<file path="config.mk">
export PLATFORM = sky130hd
export DESIGN_NAME = control_unit
export DESIGN_NICKNAME = d
export VERILOG_FILES = /design/src/rtl/control_unit.sv
export SDC_FILE = /design/constraint.sdc
export NUM_CORES = 1
export LEC_CHECK = 0
export BUFFER_PORTS_ARGS = -buffer_cell sky130_fd_sc_hd__buf_2
export CORE_ASPECT_RATIO = 1.2
export CORE_MARGIN = 2
export CORE_UTILIZATION = 29
export DETAILED_ROUTE_END_ITERATION = 6
export HOLD_SLACK_MARGIN = 0.03
export PLACE_DENSITY = 0.55
export SLEW_MARGIN = 30
export SYNTH_ARGS = -nofsm -noshare
export SYNTH_HDL_FRONTEND = slang
export SYNTH_SLANG_ARGS = --single-unit
</file>
<file path="constraint.sdc">
create_clock -name clk -period 2.1 [get_ports clk]
set_input_delay 0.525 -clock clk [delete_from_list [all_inputs] [get_ports clk]]
set_output_delay 0.525 -clock clk [all_outputs]
set_load 0.02 [all_outputs]
</file>
<file path="src/rtl/control_unit.sv">
// ---------------------------------------------------------------------------
// control_unit
//
// Multi-cycle MIPS-style main controller. A Moore FSM walks each instruction
// through FETCH/DECODE and one or more execute states. Every datapath control
// signal is decoded from the current state. The only exception is ALUOp in
// MEM_ADDR, which also looks at the opcode latched in DECODE.
//
// Ports
//   clk           in   single clock, rising-edge state updates
//   rst_n         in   asynchronous active-low reset
//   Opcode[5:0]   in   IR[31:26], stable from DECODE until the next FETCH
//   ALUOp[3:0]    out  operation class for ALU_control
//   PCWrite       out  unconditional PC write
//   PCWriteCond   out  PC write gated by Zero (beq)
//   PCWriteCondNe out  PC write gated by !Zero (bne)
//   IorD          out  memory address select (1 = ALUOut)
//   MemRead       out  memory read strobe
//   MemWrite      out  memory write strobe
//   IRWrite       out  instruction register load
//   MemtoReg      out  writeback select (1 = MDR)
//   RegDst        out  destination register select (1 = rd)
//   RegWrite      out  register file write enable
//   ALUSrcA       out  ALU A select (1 = reg A)
//   ALUSrcB[1:0]  out  ALU B select (00 B, 01 +4, 10 imm, 11 imm<<2)
//   PCSource[1:0] out  PC source (00 ALU, 01 ALUOut, 10 jump target)
//   state[3:0]    out  current state code (debug)
//   instr_done    out  high while in a terminal (retiring) state
//   instr_cnt     out  retired instruction count, wraps at 16 bits
//   err_flag      out  sticky illegal-opcode flag
// ---------------------------------------------------------------------------
module control_unit (
    input  logic        clk,
    input  logic        rst_n,
    input  logic [5:0]  Opcode,
    output logic [3:0]  ALUOp,
    output logic        PCWrite,
    output logic        PCWriteCond,
    output logic        PCWriteCondNe,
    output logic        IorD,
    output logic        MemRead,
    output logic        MemWrite,
    output logic        IRWrite,
    output logic        MemtoReg,
    output logic        RegDst,
    output logic        RegWrite,
    output logic        ALUSrcA,
    output logic [1:0]  ALUSrcB,
    output logic [1:0]  PCSource,
    output logic [3:0]  state,
    output logic        instr_done,
    output logic [15:0] instr_cnt,
    output logic        err_flag
);

    typedef enum logic [3:0] {
        S_FETCH    = 4'd0,
        S_DECODE   = 4'd1,
        S_MEM_ADDR = 4'd2,
        S_MEM_RD   = 4'd3,
        S_MEM_WB   = 4'd4,
        S_MEM_WR   = 4'd5,
        S_R_EXE    = 4'd6,
        S_R_WB     = 4'd7,
        S_BEQ      = 4'd8,
        S_BNE      = 4'd9,
        S_JUMP     = 4'd10,
        S_SET_EXE  = 4'd11,
        S_SET_WB   = 4'd12,
        S_UNUSED13 = 4'd13,
        S_UNUSED14 = 4'd14,
        S_INIT     = 4'd15
    } state_t;

    localparam logic [5:0] OP_R   = 6'b000000;
    localparam logic [5:0] OP_LW  = 6'b100011;
    localparam logic [5:0] OP_SW  = 6'b101011;
    localparam logic [5:0] OP_BEQ = 6'b000100;
    localparam logic [5:0] OP_BNE = 6'b000101;
    localparam logic [5:0] OP_J   = 6'b000010;
    localparam logic [5:0] OP_SET = 6'b001010;

    localparam logic [3:0] ALU_LW  = 4'b0000;
    localparam logic [3:0] ALU_SW  = 4'b0001;
    localparam logic [3:0] ALU_BEQ = 4'b0010;
    localparam logic [3:0] ALU_BNE = 4'b0011;
    localparam logic [3:0] ALU_R   = 4'b0100;
    localparam logic [3:0] ALU_SET = 4'b0101;
    localparam logic [3:0] ALU_JMP = 4'b0110;

    state_t      r_state;
    state_t      w_state_next;
    logic [5:0]  r_op_q;
    logic [15:0] r_instr_cnt;
    logic        r_err_flag;
    logic        w_illegal;
    logic        w_done;

    // Next-state logic. w_illegal is only raised while decoding.
    always_comb begin
        w_state_next = S_FETCH;
        w_illegal    = 1'b0;
        case (r_state)
            S_INIT:     w_state_next = S_FETCH;
            S_FETCH:    w_state_next = S_DECODE;
            S_DECODE: begin
                case (Opcode)
                    OP_R:         w_state_next = S_R_EXE;
                    OP_LW, OP_SW: w_state_next = S_MEM_ADDR;
                    OP_BEQ:       w_state_next = S_BEQ;
                    OP_BNE:       w_state_next = S_BNE;
                    OP_J:         w_state_next = S_JUMP;
                    OP_SET:       w_state_next = S_SET_EXE;
                    default: begin
                        w_state_next = S_FETCH;
                        w_illegal    = 1'b1;
                    end
                endcase
            end
            // Only lw and sw reach MEM_ADDR, so a single compare is enough.
            S_MEM_ADDR: w_state_next = (r_op_q == OP_SW) ? S_MEM_WR : S_MEM_RD;
            S_MEM_RD:   w_state_next = S_MEM_WB;
            S_R_EXE:    w_state_next = S_R_WB;
            S_SET_EXE:  w_state_next = S_SET_WB;
            // Terminal states and the unused codes all return to FETCH.
            default:    w_state_next = S_FETCH;
        endcase
    end

    assign w_done = (r_state == S_MEM_WB) || (r_state == S_MEM_WR) ||
                    (r_state == S_R_WB)   || (r_state == S_BEQ)    ||
                    (r_state == S_BNE)    || (r_state == S_JUMP)   ||
                    (r_state == S_SET_WB);

    // Moore output decode. INIT and the unused codes fall through to all-zero.
    always_comb begin
        ALUOp         = 4'b0000;
        PCWrite       = 1'b0;
        PCWriteCond   = 1'b0;
        PCWriteCondNe = 1'b0;
        IorD          = 1'b0;
        MemRead       = 1'b0;
        MemWrite      = 1'b0;
        IRWrite       = 1'b0;
        MemtoReg      = 1'b0;
        RegDst        = 1'b0;
        RegWrite      = 1'b0;
        ALUSrcA       = 1'b0;
        ALUSrcB       = 2'b00;
        PCSource      = 2'b00;
        case (r_state)
            S_FETCH: begin
                MemRead = 1'b1;
                IRWrite = 1'b1;
                PCWrite = 1'b1;
                ALUSrcB = 2'b01;
                ALUOp   = ALU_LW;
            end
            S_DECODE: begin
                ALUSrcB = 2'b11;
                ALUOp   = ALU_LW;
            end
            S_MEM_ADDR: begin
                ALUSrcA = 1'b1;
                ALUSrcB = 2'b10;
                ALUOp   = (r_op_q == OP_SW) ? ALU_SW : ALU_LW;
            end
            S_MEM_RD: begin
                MemRead = 1'b1;
                IorD    = 1'b1;
            end
            S_MEM_WB: begin
                RegWrite = 1'b1;
                MemtoReg = 1'b1;
            end
            S_MEM_WR: begin
                MemWrite = 1'b1;
                IorD     = 1'b1;
            end
            S_R_EXE: begin
                ALUSrcA = 1'b1;
                ALUSrcB = 2'b00;
                ALUOp   = ALU_R;
            end
            S_R_WB: begin
                RegWrite = 1'b1;
                RegDst   = 1'b1;
            end
            S_BEQ: begin
                ALUSrcA     = 1'b1;
                ALUOp       = ALU_BEQ;
                PCWriteCond = 1'b1;
                PCSource    = 2'b01;
            end
            S_BNE: begin
                ALUSrcA       = 1'b1;
                ALUOp         = ALU_BNE;
                PCWriteCondNe = 1'b1;
                PCSource      = 2'b01;
            end
            S_JUMP: begin
                PCWrite  = 1'b1;
                PCSource = 2'b10;
                ALUOp    = ALU_JMP;
            end
            S_SET_EXE: begin
                ALUSrcA = 1'b1;
                ALUSrcB = 2'b10;
                ALUOp   = ALU_SET;
            end
            S_SET_WB: begin
                RegWrite = 1'b1;
            end
            default: ;
        endcase
    end

    always_ff @(posedge clk or negedge rst_n) begin
        if (!rst_n) begin
            r_state     <= S_INIT;
            r_op_q      <= 6'd0;
            r_instr_cnt <= 16'd0;
            r_err_flag  <= 1'b0;
        end else begin
            r_state <= w_state_next;
            if (r_state == S_DECODE) begin
                r_op_q <= Opcode;
            end
            // Free-running add of the retire strobe; 16-bit overflow gives the wrap.
            r_instr_cnt <= r_instr_cnt + {15'd0, w_done};
            if (w_illegal) begin
                r_err_flag <= 1'b1;
            end
        end
    end

    assign state      = r_state;
    assign instr_done = w_done;
    assign instr_cnt  = r_instr_cnt;
    assign err_flag   = r_err_flag;

endmodule

</file>
==> summary.md <==
| Metric | Value |
|---|---|
| Top sig layer | `met4` |
| Critical path, cell by cell | `buf_12, nand2_1, a31o_4, buf_2` |
| Maximum Capacitance Violations | `0` |
| Buf/Inv on CP | `2` |
| DP HPWL | `2.51 mm` |
| Power per Cell Area | `955 nW/µm²` |
| GPL Wtd Cong | `0.772` |
| Final ANT Viol Nets | `0` |
| Tcrit/Tclk final | `96.0%` |
| Slowest CP cell | `dfstp_2` |
| Cell Area, Synth | `1480 µm²` |
| Netlist cell types | `37` |
| Vias per Instance | `4.86` |
| CTS Sinks | `27` |
| Unrepaired setup endpoints after global routing | `false` |
| Synth-to-Final Area Change | `37.1%` |
| Share of cells above drive strength 1 | `45.7%` |
| Post-synthesis register bit count | `27` |
| Area of the multi-input gates | `865 µm²` |
| Hold Path Class | `input port to asynchronous set/reset pin` |
| Cells after Synth | `154` |
| Clk Latency, worst-skew pair | `0.27 ns` |
| Starting Density | `29.9%` |
| CTS H-Tree Depth | `1` |
| Post-synth net total | `164` |
| Root Driver | `clkbuf_8` |
| Met2 routed WL | `1.71 mm` |
| YS warnings | `0` |
| CTS buffer count | `3` |
| Max VDD drop | `0.408 mV` |
| Min cycle time layout | `2.02 ns` |
| Vias in the first global route | `1167` |
| Arrival time worst endpoint | `1.49 ns` |
| WHS | `0.245 ns` |
| Skew final | `0.00776 ns` |
| Gr usage total | `12.0%` |
| Kind of critical path | `flip-flop to primary output` |
| CTS tree | `yes` |
| Die width | `69.2 µm` |
| Final Max Slew Viols | `0` |
| CP max stage delay | `0.56 ns` |
| Sequential-to-total area share from yosys stat | `46.1%` |
| Setup violators final | `0` |
| Clk slew on worst S/H paths | `0.09 ns` |
| Remaining DRCs | `0` |
| Fillers | `511` |
| Post-DR wirelength/cell | `12.9 µm` |
| Die footprint | `5680 µm²` |
| Starting DRC count in detailed routing | `60` |
| IO Port Bufs | `47` |
| Register area | `681 µm²` |
| CP max FO | `19` |
| Routed wl met3 | `118 µm` |
| Num rows | `28` |
| Vias | `1311` |
| Core Util, Final | `41.0%` |
| Final net count | `221` |
| Data required time of the critical path | `1.57 ns` |
| Initial antenna violation count | `0` |
| Fmax achieved | `496 MHz` |
| Nature of the critical path endpoint | `primary output` |
| Core area | `4940 µm²` |
| Rel. slew slack | `60.4%` |
| Worst setup SP type | `flip-flop` |
| Worst Tran Pin Value | `0.595 ns` |
| Syn_area_per_cell | `9.60 µm²` |
| I/O pin count | `49` |
| Outcome | `finished clean` |
| Antenna fix cells | `0` |
| Longest Clk Path Bufs | `2` |
| Pin count of the biggest net entering global routing | `28` |
| Final WL | `3.48 mm` |
| First-pass GRT wire length | `5.57 mm` |
| Final hold vios | `0` |
| Wl on met1 | `1.63 mm` |
| Leak | `0.939 nW` |
| CP top delay family | `flip-flops` |
| Number of detailed-route iterations in the first pass | `4` |
| GRT overflow | `0` |
| Die Y | `82.2 µm` |
cell families after synthesis:
logic type | Yosys count | share of synthesized area (%)
adder cells (fa/ha/maj) | 2 | 1.69
AO/OA/AOI/OAI | 19 | 8.21
other | 1 | 0.254
buffers and inverters | 9 | 3.05
flip-flops | 27 | 46.1
AND/OR/NAND/NOR | 73 | 26.0
XOR/XNOR | 16 | 9.48
multiplexers | 7 | 5.25
worst reg2reg max path: stages (launching register included):
cell and delay (ns):
dfstp_2 0.62, nand2b_4 0.10, a21oi_4 0.13, a31o_4 0.12, ha_4 0.16, ha_4 0.15, nand2_1 0.08, nor2_4 0.19
nand3_1 0.12, xnor2_1 0.13
routing by layer:
metal,track usage (%),vias up
li1,-,644
met1,16.0,644
met2,19.2,21
met3,2.18,2
met4,5.29,0
met5,0,-
final cells by class:
type	instances	share of cell area, %
flip-flops and latches	27	33.6
inverters	2	0.371
multi-input cells	118	42.7
well taps	60	3.71
clock inverters	1	0.247
repair buffers	59	17.4
clock buffers	3	2.04
what timing repair did:
item                       4_1_cts  5_1_grt
setup buffers                    0        6
hold buffers                     0        0
gates cloned                     0        1
pin swaps                        0        1
gates resized for setup          2       12
setup endpoints to repair        3        8
cell usage in the layout (no fill, tap or decap), types with 4 or more instances in the layout:
cell type,synthesis,final
a21oi_1,5,4
buf_2,0,46
buf_4,1,10
dfrtp_1,23,23
dfstp_2,4,4
mux2_2,6,6
nand2_1,12,12
nand2b_1,7,4
nand3_1,9,7
nor2_1,17,14
nor3_1,7,6
o21ai_0,8,8
xnor2_1,11,10
xor2_1,5,5
flip-flops by register name, indices dropped and copies added (netlist names):
name	flops
err_flag	1
instr_cnt	16
r_op_q	6
state	4
worst paths after layout:
path | start | end | slack, ns | cells after the start
max | state[0]$_DFF_PN1_ | instr_done | 0.08 | 4
min | rst_n | instr_cnt[7]$_DFF_PN0_ | 0.25 | 1
max reg2reg | state[3]$_DFF_PN1_ | instr_cnt[12]$_DFF_PN0_ | 0.20 | 9
min reg2reg | instr_cnt[15]$_DFF_PN0_ | instr_cnt[15]$_DFF_PN0_ | 0.48 | 1
max in group asynchronous | rst_n | err_flag$_DFFE_PN0P_ | 1.46 | 1
min in group clk | instr_cnt[15]$_DFF_PN0_ | instr_cnt[15]$_DFF_PN0_ | 0.48 | 1
power breakdown:
group          internal [W]  total, W  switching (W)
clock              0.000133  0.000291       0.000158
combinational      0.000404  0.000899       0.000495
sequential         0.000647  0.000745      0.0000974
total               0.00118   0.00193       0.000750
per-stage QoR:
| stage | power [W] | setup TNS (ns) | std cells | setup slack [ns] | instance area (µm²) |
|---|---|---|---|---|---|
| 3_3_place_gp | 0.00156 | 0 | 259 | 0.216 | 1870 |
| 2_1_floorplan | 0.00132 | -0.248 | 154 | -0.0641 | 1570 |
| 3_5_place_dp | 0.00156 | 0 | 259 | 0.184 | 1870 |
| 4_1_cts | 0.00186 | -0.0478 | 263 | -0.0247 | 1920 |
| 6_report | 0.00193 | 0 | 270 | 0.0833 | 2030 |
| 5_1_grt | 0.00207 | 0 | 270 | 0.00145 | 2030 |
cell usage after synthesis, drive strengths merged:
library cell | number | area share [%]
xnor2 | 11 | 6.5
or4 | 1 | 0.51
nand4 | 2 | 0.85
mux2 | 6 | 4.6
a221oi | 1 | 1.0
a22oi | 1 | 0.51
mux2i | 1 | 0.68
and2b | 1 | 0.59
nand2 | 12 | 3.0
nor3 | 7 | 2.4
inv | 2 | 0.51
and2 | 3 | 1.3
conb | 1 | 0.25
buf | 2 | 1.3
o21a | 1 | 0.51
nand2b | 7 | 3.0
xor2 | 5 | 3.0
o21ai | 8 | 2.7
a31o | 1 | 0.59
ha | 2 | 1.7
nor4 | 3 | 1.3
nor3b | 4 | 2.4
or2 | 2 | 0.85
and4b | 1 | 0.68
dfrtp | 23 | 39
nand3 | 9 | 3.0
dfstp | 4 | 7.1
clkbuf | 5 | 1.3
nor2 | 18 | 4.7
nand3b | 2 | 1.0
a31oi | 1 | 0.42
a21oi | 5 | 1.7
and3 | 1 | 0.42
o221a | 1 | 0.76
Power figures use the tool's default switching activity.
